==> config.mk <==
export PLATFORM = sky130hd
export DESIGN_NAME = seq_shift_add_mul
export DESIGN_NICKNAME = d
export VERILOG_FILES = /design/src/rtl/mul_pkg.sv /design/src/rtl/mul_ctrl.sv /design/src/rtl/seq_shift_add_mul.sv
export SDC_FILE = /design/constraint.sdc
export NUM_CORES = 1
export LEC_CHECK = 0
export BUFFER_PORTS_ARGS = -buffer_cell sky130_fd_sc_hd__buf_4
export CORE_MARGIN = 3
export CORE_UTILIZATION = 45
export CTS_BUF_LIST = sky130_fd_sc_hd__clkbuf_8
export DETAILED_ROUTE_END_ITERATION = 16
export HOLD_SLACK_MARGIN = 0.06
export MAX_ROUTING_LAYER = met4
export PLACE_DENSITY_LB_ADDON = 0.3
export SETUP_SLACK_MARGIN = 0.1
export SYNTH_ARGS = -nofsm -noshare
export SYNTH_HDL_FRONTEND = slang
export SYNTH_SLANG_ARGS = --single-unit
==> constraint.sdc <==
create_clock -name clk -period 4.8 [get_ports clk]
set_input_delay 0.96 -clock clk [delete_from_list [all_inputs] [get_ports clk]]
set_output_delay 0.96 -clock clk [all_outputs]
set_load 0.01 [all_outputs]
==> src/rtl/mul_pkg.sv <==
// Shared types and helpers for the sequential shift-and-add multiplier.
package mul_pkg;

   // Controller states
   typedef enum logic [1:0] {
      IDLE = 2'd0,
      RUN  = 2'd1,
      DONE = 2'd2
   } state_t;

   // Default operand width
   localparam int MUL_DEFAULT_WIDTH = 16;

   // Widest operand the magnitude helper can handle
   localparam int MUL_MAX_W = 64;

   // Two's-complement magnitude of the low w bits of v, result in the low w bits.
   // -2^(w-1) maps to 2^(w-1), which still fits in w unsigned bits.
   function automatic logic [MUL_MAX_W-1:0] mag_w(input logic [MUL_MAX_W-1:0] v,
                                                  input int w);
      logic [MUL_MAX_W-1:0] mask;
      mask = {MUL_MAX_W{1'b1}} >> (MUL_MAX_W - w);
      if (v[w-1])
         return ((~v) + MUL_MAX_W'(1)) & mask;
      else
         return v & mask;
   endfunction

endpackage

==> src/rtl/mul_ctrl.sv <==
// Controller FSM for seq_shift_add_mul: sequences load, iterate and result write.
module mul_ctrl
   import mul_pkg::*;
(
   input  logic clk,
   input  logic rst_n,
   input  logic start,
   input  logic eqz,
   output logic ldA,
   output logic ldB,
   output logic clrP,
   output logic ldP,
   output logic shift,
   output logic wr_prod,
   output logic busy,
   output logic done
);

   state_t r_state;
   state_t w_state_nxt;

   // State register with synchronous active-low reset
   always_ff @(posedge clk) begin
      if (!rst_n)
         r_state <= IDLE;
      else
         r_state <= w_state_nxt;
   end

   // Next-state and control strobes; eqz means the next multiplier value is zero
   always_comb begin
      w_state_nxt = r_state;
      ldA         = 1'b0;
      ldB         = 1'b0;
      clrP        = 1'b0;
      ldP         = 1'b0;
      shift       = 1'b0;
      wr_prod     = 1'b0;
      busy        = 1'b0;
      done        = 1'b0;
      case (r_state)
         IDLE: begin
            if (start) begin
               ldA  = 1'b1;
               ldB  = 1'b1;
               clrP = 1'b1;
               if (eqz) begin
                  wr_prod     = 1'b1;
                  w_state_nxt = DONE;
               end else begin
                  w_state_nxt = RUN;
               end
            end
         end
         RUN: begin
            busy  = 1'b1;
            ldP   = 1'b1;
            shift = 1'b1;
            if (eqz) begin
               wr_prod     = 1'b1;
               w_state_nxt = DONE;
            end
         end
         DONE: begin
            busy        = 1'b1;
            done        = 1'b1;
            w_state_nxt = IDLE;
         end
         default: w_state_nxt = IDLE;
      endcase
   end

endmodule

==> src/rtl/seq_shift_add_mul.sv <==
// Radix-2 shift-and-add multiplier, signed or unsigned, with early termination
// once the remaining multiplier bits are zero. WIDTH may range from 2 to 32.
module seq_shift_add_mul
   import mul_pkg::*;
#(
   parameter int WIDTH = MUL_DEFAULT_WIDTH
)
(
   input  logic               clk,
   input  logic               rst_n,
   input  logic               start,
   input  logic               signed_mode,
   input  logic [WIDTH-1:0]   a,
   input  logic [WIDTH-1:0]   b,
   output logic               busy,
   output logic               done,
   output logic [2*WIDTH-1:0] product
);

   localparam int PW = 2 * WIDTH;

   logic [PW-1:0]    r_a;
   logic [WIDTH-1:0] r_b;
   logic [PW-1:0]    r_p;
   logic             r_neg;
   logic [PW-1:0]    r_product;

   logic [WIDTH-1:0] w_mag_a;
   logic [WIDTH-1:0] w_mag_b;
   logic             w_neg_in;
   logic [WIDTH-1:0] w_b_shift;
   logic [PW-1:0]    w_p_sum;
   logic [PW-1:0]    w_p_next;
   logic [PW-1:0]    w_prod_val;
   logic             w_eqz;
   logic             w_ldA, w_ldB, w_clrP, w_ldP, w_shift, w_wr_prod;

   // Operands are reduced to magnitudes up front; the sign is reapplied at the end
   assign w_mag_a  = signed_mode ? WIDTH'(mag_w(MUL_MAX_W'(a), WIDTH)) : a;
   assign w_mag_b  = signed_mode ? WIDTH'(mag_w(MUL_MAX_W'(b), WIDTH)) : b;
   assign w_neg_in = signed_mode & (a[WIDTH-1] ^ b[WIDTH-1]);

   assign w_b_shift = r_b >> 1;

   // On load the "next B" is the freshly latched |b|; during RUN it is B>>1
   assign w_eqz = w_ldB ? (w_mag_b == '0) : (w_b_shift == '0);

   assign w_p_sum    = r_b[0] ? (r_p + r_a) : r_p;
   assign w_p_next   = w_clrP ? '0 : w_p_sum;
   // Zero-multiplier shortcut has w_p_next = 0, so a stale r_neg is harmless there
   assign w_prod_val = r_neg ? (-w_p_next) : w_p_next;

   assign product = r_product;

   mul_ctrl u_ctrl (
      .clk     (clk),
      .rst_n   (rst_n),
      .start   (start),
      .eqz     (w_eqz),
      .ldA     (w_ldA),
      .ldB     (w_ldB),
      .clrP    (w_clrP),
      .ldP     (w_ldP),
      .shift   (w_shift),
      .wr_prod (w_wr_prod),
      .busy    (busy),
      .done    (done)
   );

   // Multiplicand/multiplier registers: load magnitudes, then shift each RUN cycle
   always_ff @(posedge clk) begin
      if (!rst_n) begin
         r_a   <= '0;
         r_b   <= '0;
         r_neg <= 1'b0;
      end else begin
         if (w_ldA)
            r_a <= PW'(w_mag_a);
         else if (w_shift)
            r_a <= r_a << 1;
         if (w_ldB) begin
            r_b   <= w_mag_b;
            r_neg <= w_neg_in;
         end else if (w_shift) begin
            r_b <= w_b_shift;
         end
      end
   end

   // Accumulator: cleared on accept, conditionally adds A each RUN cycle
   always_ff @(posedge clk) begin
      if (!rst_n)
         r_p <= '0;
      else if (w_clrP)
         r_p <= '0;
      else if (w_ldP)
         r_p <= w_p_sum;
   end

   // Result register: written only on the edge that enters DONE
   always_ff @(posedge clk) begin
      if (!rst_n)
         r_product <= '0;
      else if (w_wr_prod)
         r_product <= w_prod_val;
   end

endmodule

==> metrics.cfg <==
[critical_path]
crit_path_end_kind=flop
r2r_start=r_a[0]
reg2reg_depth=11
r2r_setup_slack_ns=0.58
critPathLaunchType=flop
cp.required_ns=5.08
critPathArrivalTime_ns=4.49
path_class=reg2reg
timing.rr.end=product[23]
path_max_fanout=6

[min_path]
hold_class=reg2reg
worstHoldPathCells=2
hold_end=r_p[0]
hold_start=r_p[0]

[timing]
slew_viol_final=0
fin_crit_sh_pct=87.8
hold_violations=0
hold_slack_ns=0.474
finalSetupTns_ns=0
maxSlewHeadroom_pct=28.3
tightest_slew_ns=1.08
max_freq_ghz=0.237
fin_skew_ns=0.0101
setup_violations=0
period_needed_ns=4.22
grt_setup_unrepaired=false

[floorplanning]
fp.dieH_um=143
coreArea_um2=18200
initial_utilization_pct=46.3
pin_count=70
num_rows=49
fp.dieW_um=143
dieArea_um2=20400

[detailed_routing]
drc=0
dr.pass1.iters=5
num_vias=8228
routedWlPerCell_um=17.1
postRouteAntennaNets=0
drt_iter0_drc=885
totalWireLength_um=23300
viasPerCell=6.01

[yosys]
synthMuxAreaShare_pct=6.21
async_flop_share_pct=0
synth_compound_area_share_pct=26.9
syn_inst=1101
ys_warn_count=0
synth_top_family_by_area=compound AO/OA/AOI/OAI gates
synth_xor_area_share_pct=7.68
ys_seq_area_share_pct=27.3
synth_top_cell_by_area=dfxtp_1
synth_area_leaders=dfxtp_1 27%, nor2_1 5.9%, a21oi_1 5.8%
avgSynthCellArea_um2=7.66
synth_area_um2=8440
synth-edff-count=0
yosysTopAreaCellShare_pct=27.3
synth-simple-area-share_pct=21.6
synth-adder-area-share_pct=5.73
syn_nets=1175
synth_ff_type=dfxtp_1
synthDistinctLibCells=81
yosys_register_bits=115

[global_route]
grt_pass1_wl_um=37500
overflow=0
grt_max_degree=56
grt_pass1_vias=7295
antenna_found_initial=0
track_usage_pct=23.2

[layout]
n_antenna_cell=0
final_area_um2=9520
num-fill-cells=1706
multi_input_area_um2=5760
seq_area_um2=2300
area_delta_synth_final_pct=12.8
nNetsFinal=1201
layout-drive-gt1-share_pct=12.9

[clocking]
cts.sinks=115
cts-buffers-inserted=17
cts_resized=0
cts_tree=done
holdBufCountCts=0
worstSkewPairLatency_ns=0.44
post_cts_buffers=0
path_clk_slew_ns=0.07
cts-htree-levels=4
cts_buffer_depth=2
root_buffer=clkbuf_8

[placed_design]
dp_hpwl_um=17000
port_buffers=69
globalplace.congestion=0.995
place_area_um2=9080

[pwr]
power_density_nw_per_um2=273
leakagePower_nw=3.61
peakVddDrop_mv=0.142

[job]
cap_violations=0

[run_status]
status=finished clean

-- placed cells by master, fill, tap and decap left out, types with 21 or more instances in the layout --
| cell | count |
|---|---|
| nand3_1 | 28 |
| ha_1 | 36 |
| a21oi_1 | 98 |
| buf_4 | 85 |
| o21ai_0 | 57 |
| xor2_1 | 32 |
| a211oi_1 | 59 |
| mux2i_1 | 49 |
| dfxtp_1 | 115 |
| nand2_1 | 101 |
| xnor2_1 | 42 |
| inv_1 | 21 |
| nor2_1 | 132 |
-- power by group --
part           switching, mW  leakage [nW]  internal, mW  total, mW
Clock                  0.408         0.222         0.598       1.01
Combinational          0.342          2.46         0.219      0.561
Sequential            0.0404         0.934         0.994       1.03
-- per-layer routing --
metal  global-route usage, %  vias to the layer above  share of wire (%)
met3                    4.62                       36                8.1
met4                    5.00                        0                1.6
li1                        -                     4082                  -
met5                       -                        -                  0
met2                    33.3                      306                 43
met1                    33.8                     3804                 48
-- area by class of cell --
type / count / share of cell area (%)
clock buffer: 20 / 2.89
clock inverter: 11 / 1.67
inverter: 22 / 0.868
multi-input combinational: 885 / 60.5
sequential: 115 / 24.2
tap: 229 / 3.01
timing repair buffer: 86 / 6.91
-- worst max-delay path by stage --
| stage | startpoint | to | slack (ns) |
|---|---|---|---|
| after global placement | b[6] | product[1] | 0.71 |
| final | r_a[0] | product[23] | 0.58 |
| after floorplan | r_a[0] | product[23] | 1.01 |
| after detailed placement | r_a[0] | product[23] | 0.68 |
| after CTS | r_a[0] | product[23] | 0.64 |
| after global routing | r_a[0] | product[28] | 0.33 |
-- logic make-up (layout without fill, tap and decap cells) --
family / after synthesis / in the layout
adders and majority gates: 38 / 38
xor gates and xnor gates: 74 / 74
and+or+nand+nor: 384 / 384
buffers and inverters: 101 / 139
DFF: 115 / 115
muxes: 51 / 51
AOI/OAI and AO/OA: 338 / 338
-- sequential cells by signal, indices dropped and copies added, names as in the netlist --
| register | cells |
|---|---|
| product | 32 |
| r_p | 32 |
| u_ctrl.r_state | 2 |
| r_b | 16 |
| r_a | 32 |
| r_neg | 1 |
-- per-stage QoR --
stage / std cells / setup WS [ns] / util [%] / power, mW
6_report: 1368 / 0.584 / 52.3 / 2.60
2_1_floorplan: 1101 / 1.01 / - / 1.45
5_1_grt: 1368 / 0.328 / 52.3 / 2.72
3_3_place_gp: 1337 / 0.708 / 49.9 / 1.60
4_1_cts: 1368 / 0.642 / 52.3 / 2.61
3_5_place_dp: 1337 / 0.684 / 49.9 / 1.61
-- Yosys cell counts (12+ instances only) --
cell type,instances
nor2_1,133
dfxtp_1,115
nand2_1,102
a21oi_1,98
clkbuf_1,60
a211oi_1,59
o21ai_0,57
mux2i_1,49
xnor2_1,42
ha_1,37
xor2_1,32
nand3_1,28
inv_1,20
nor2b_1,20
nor3_1,17
or3_1,16
o21a_1,12
o31ai_1,12
-- critical path: stages, from the launching register on --
cell	delay (ns)
dfxtp_1	0.33
ha_1	0.25
fa_1	0.43
a211oi_1	0.33
o21ai_1	0.18
a21boi_0	0.37
a211oi_1	0.25
or4_2	0.74
or3_1	0.44
o41ai_1	0.40
xor2_1	0.25
a211oi_1	0.10
No activity file was read; power rests on OpenSTA's default activity.
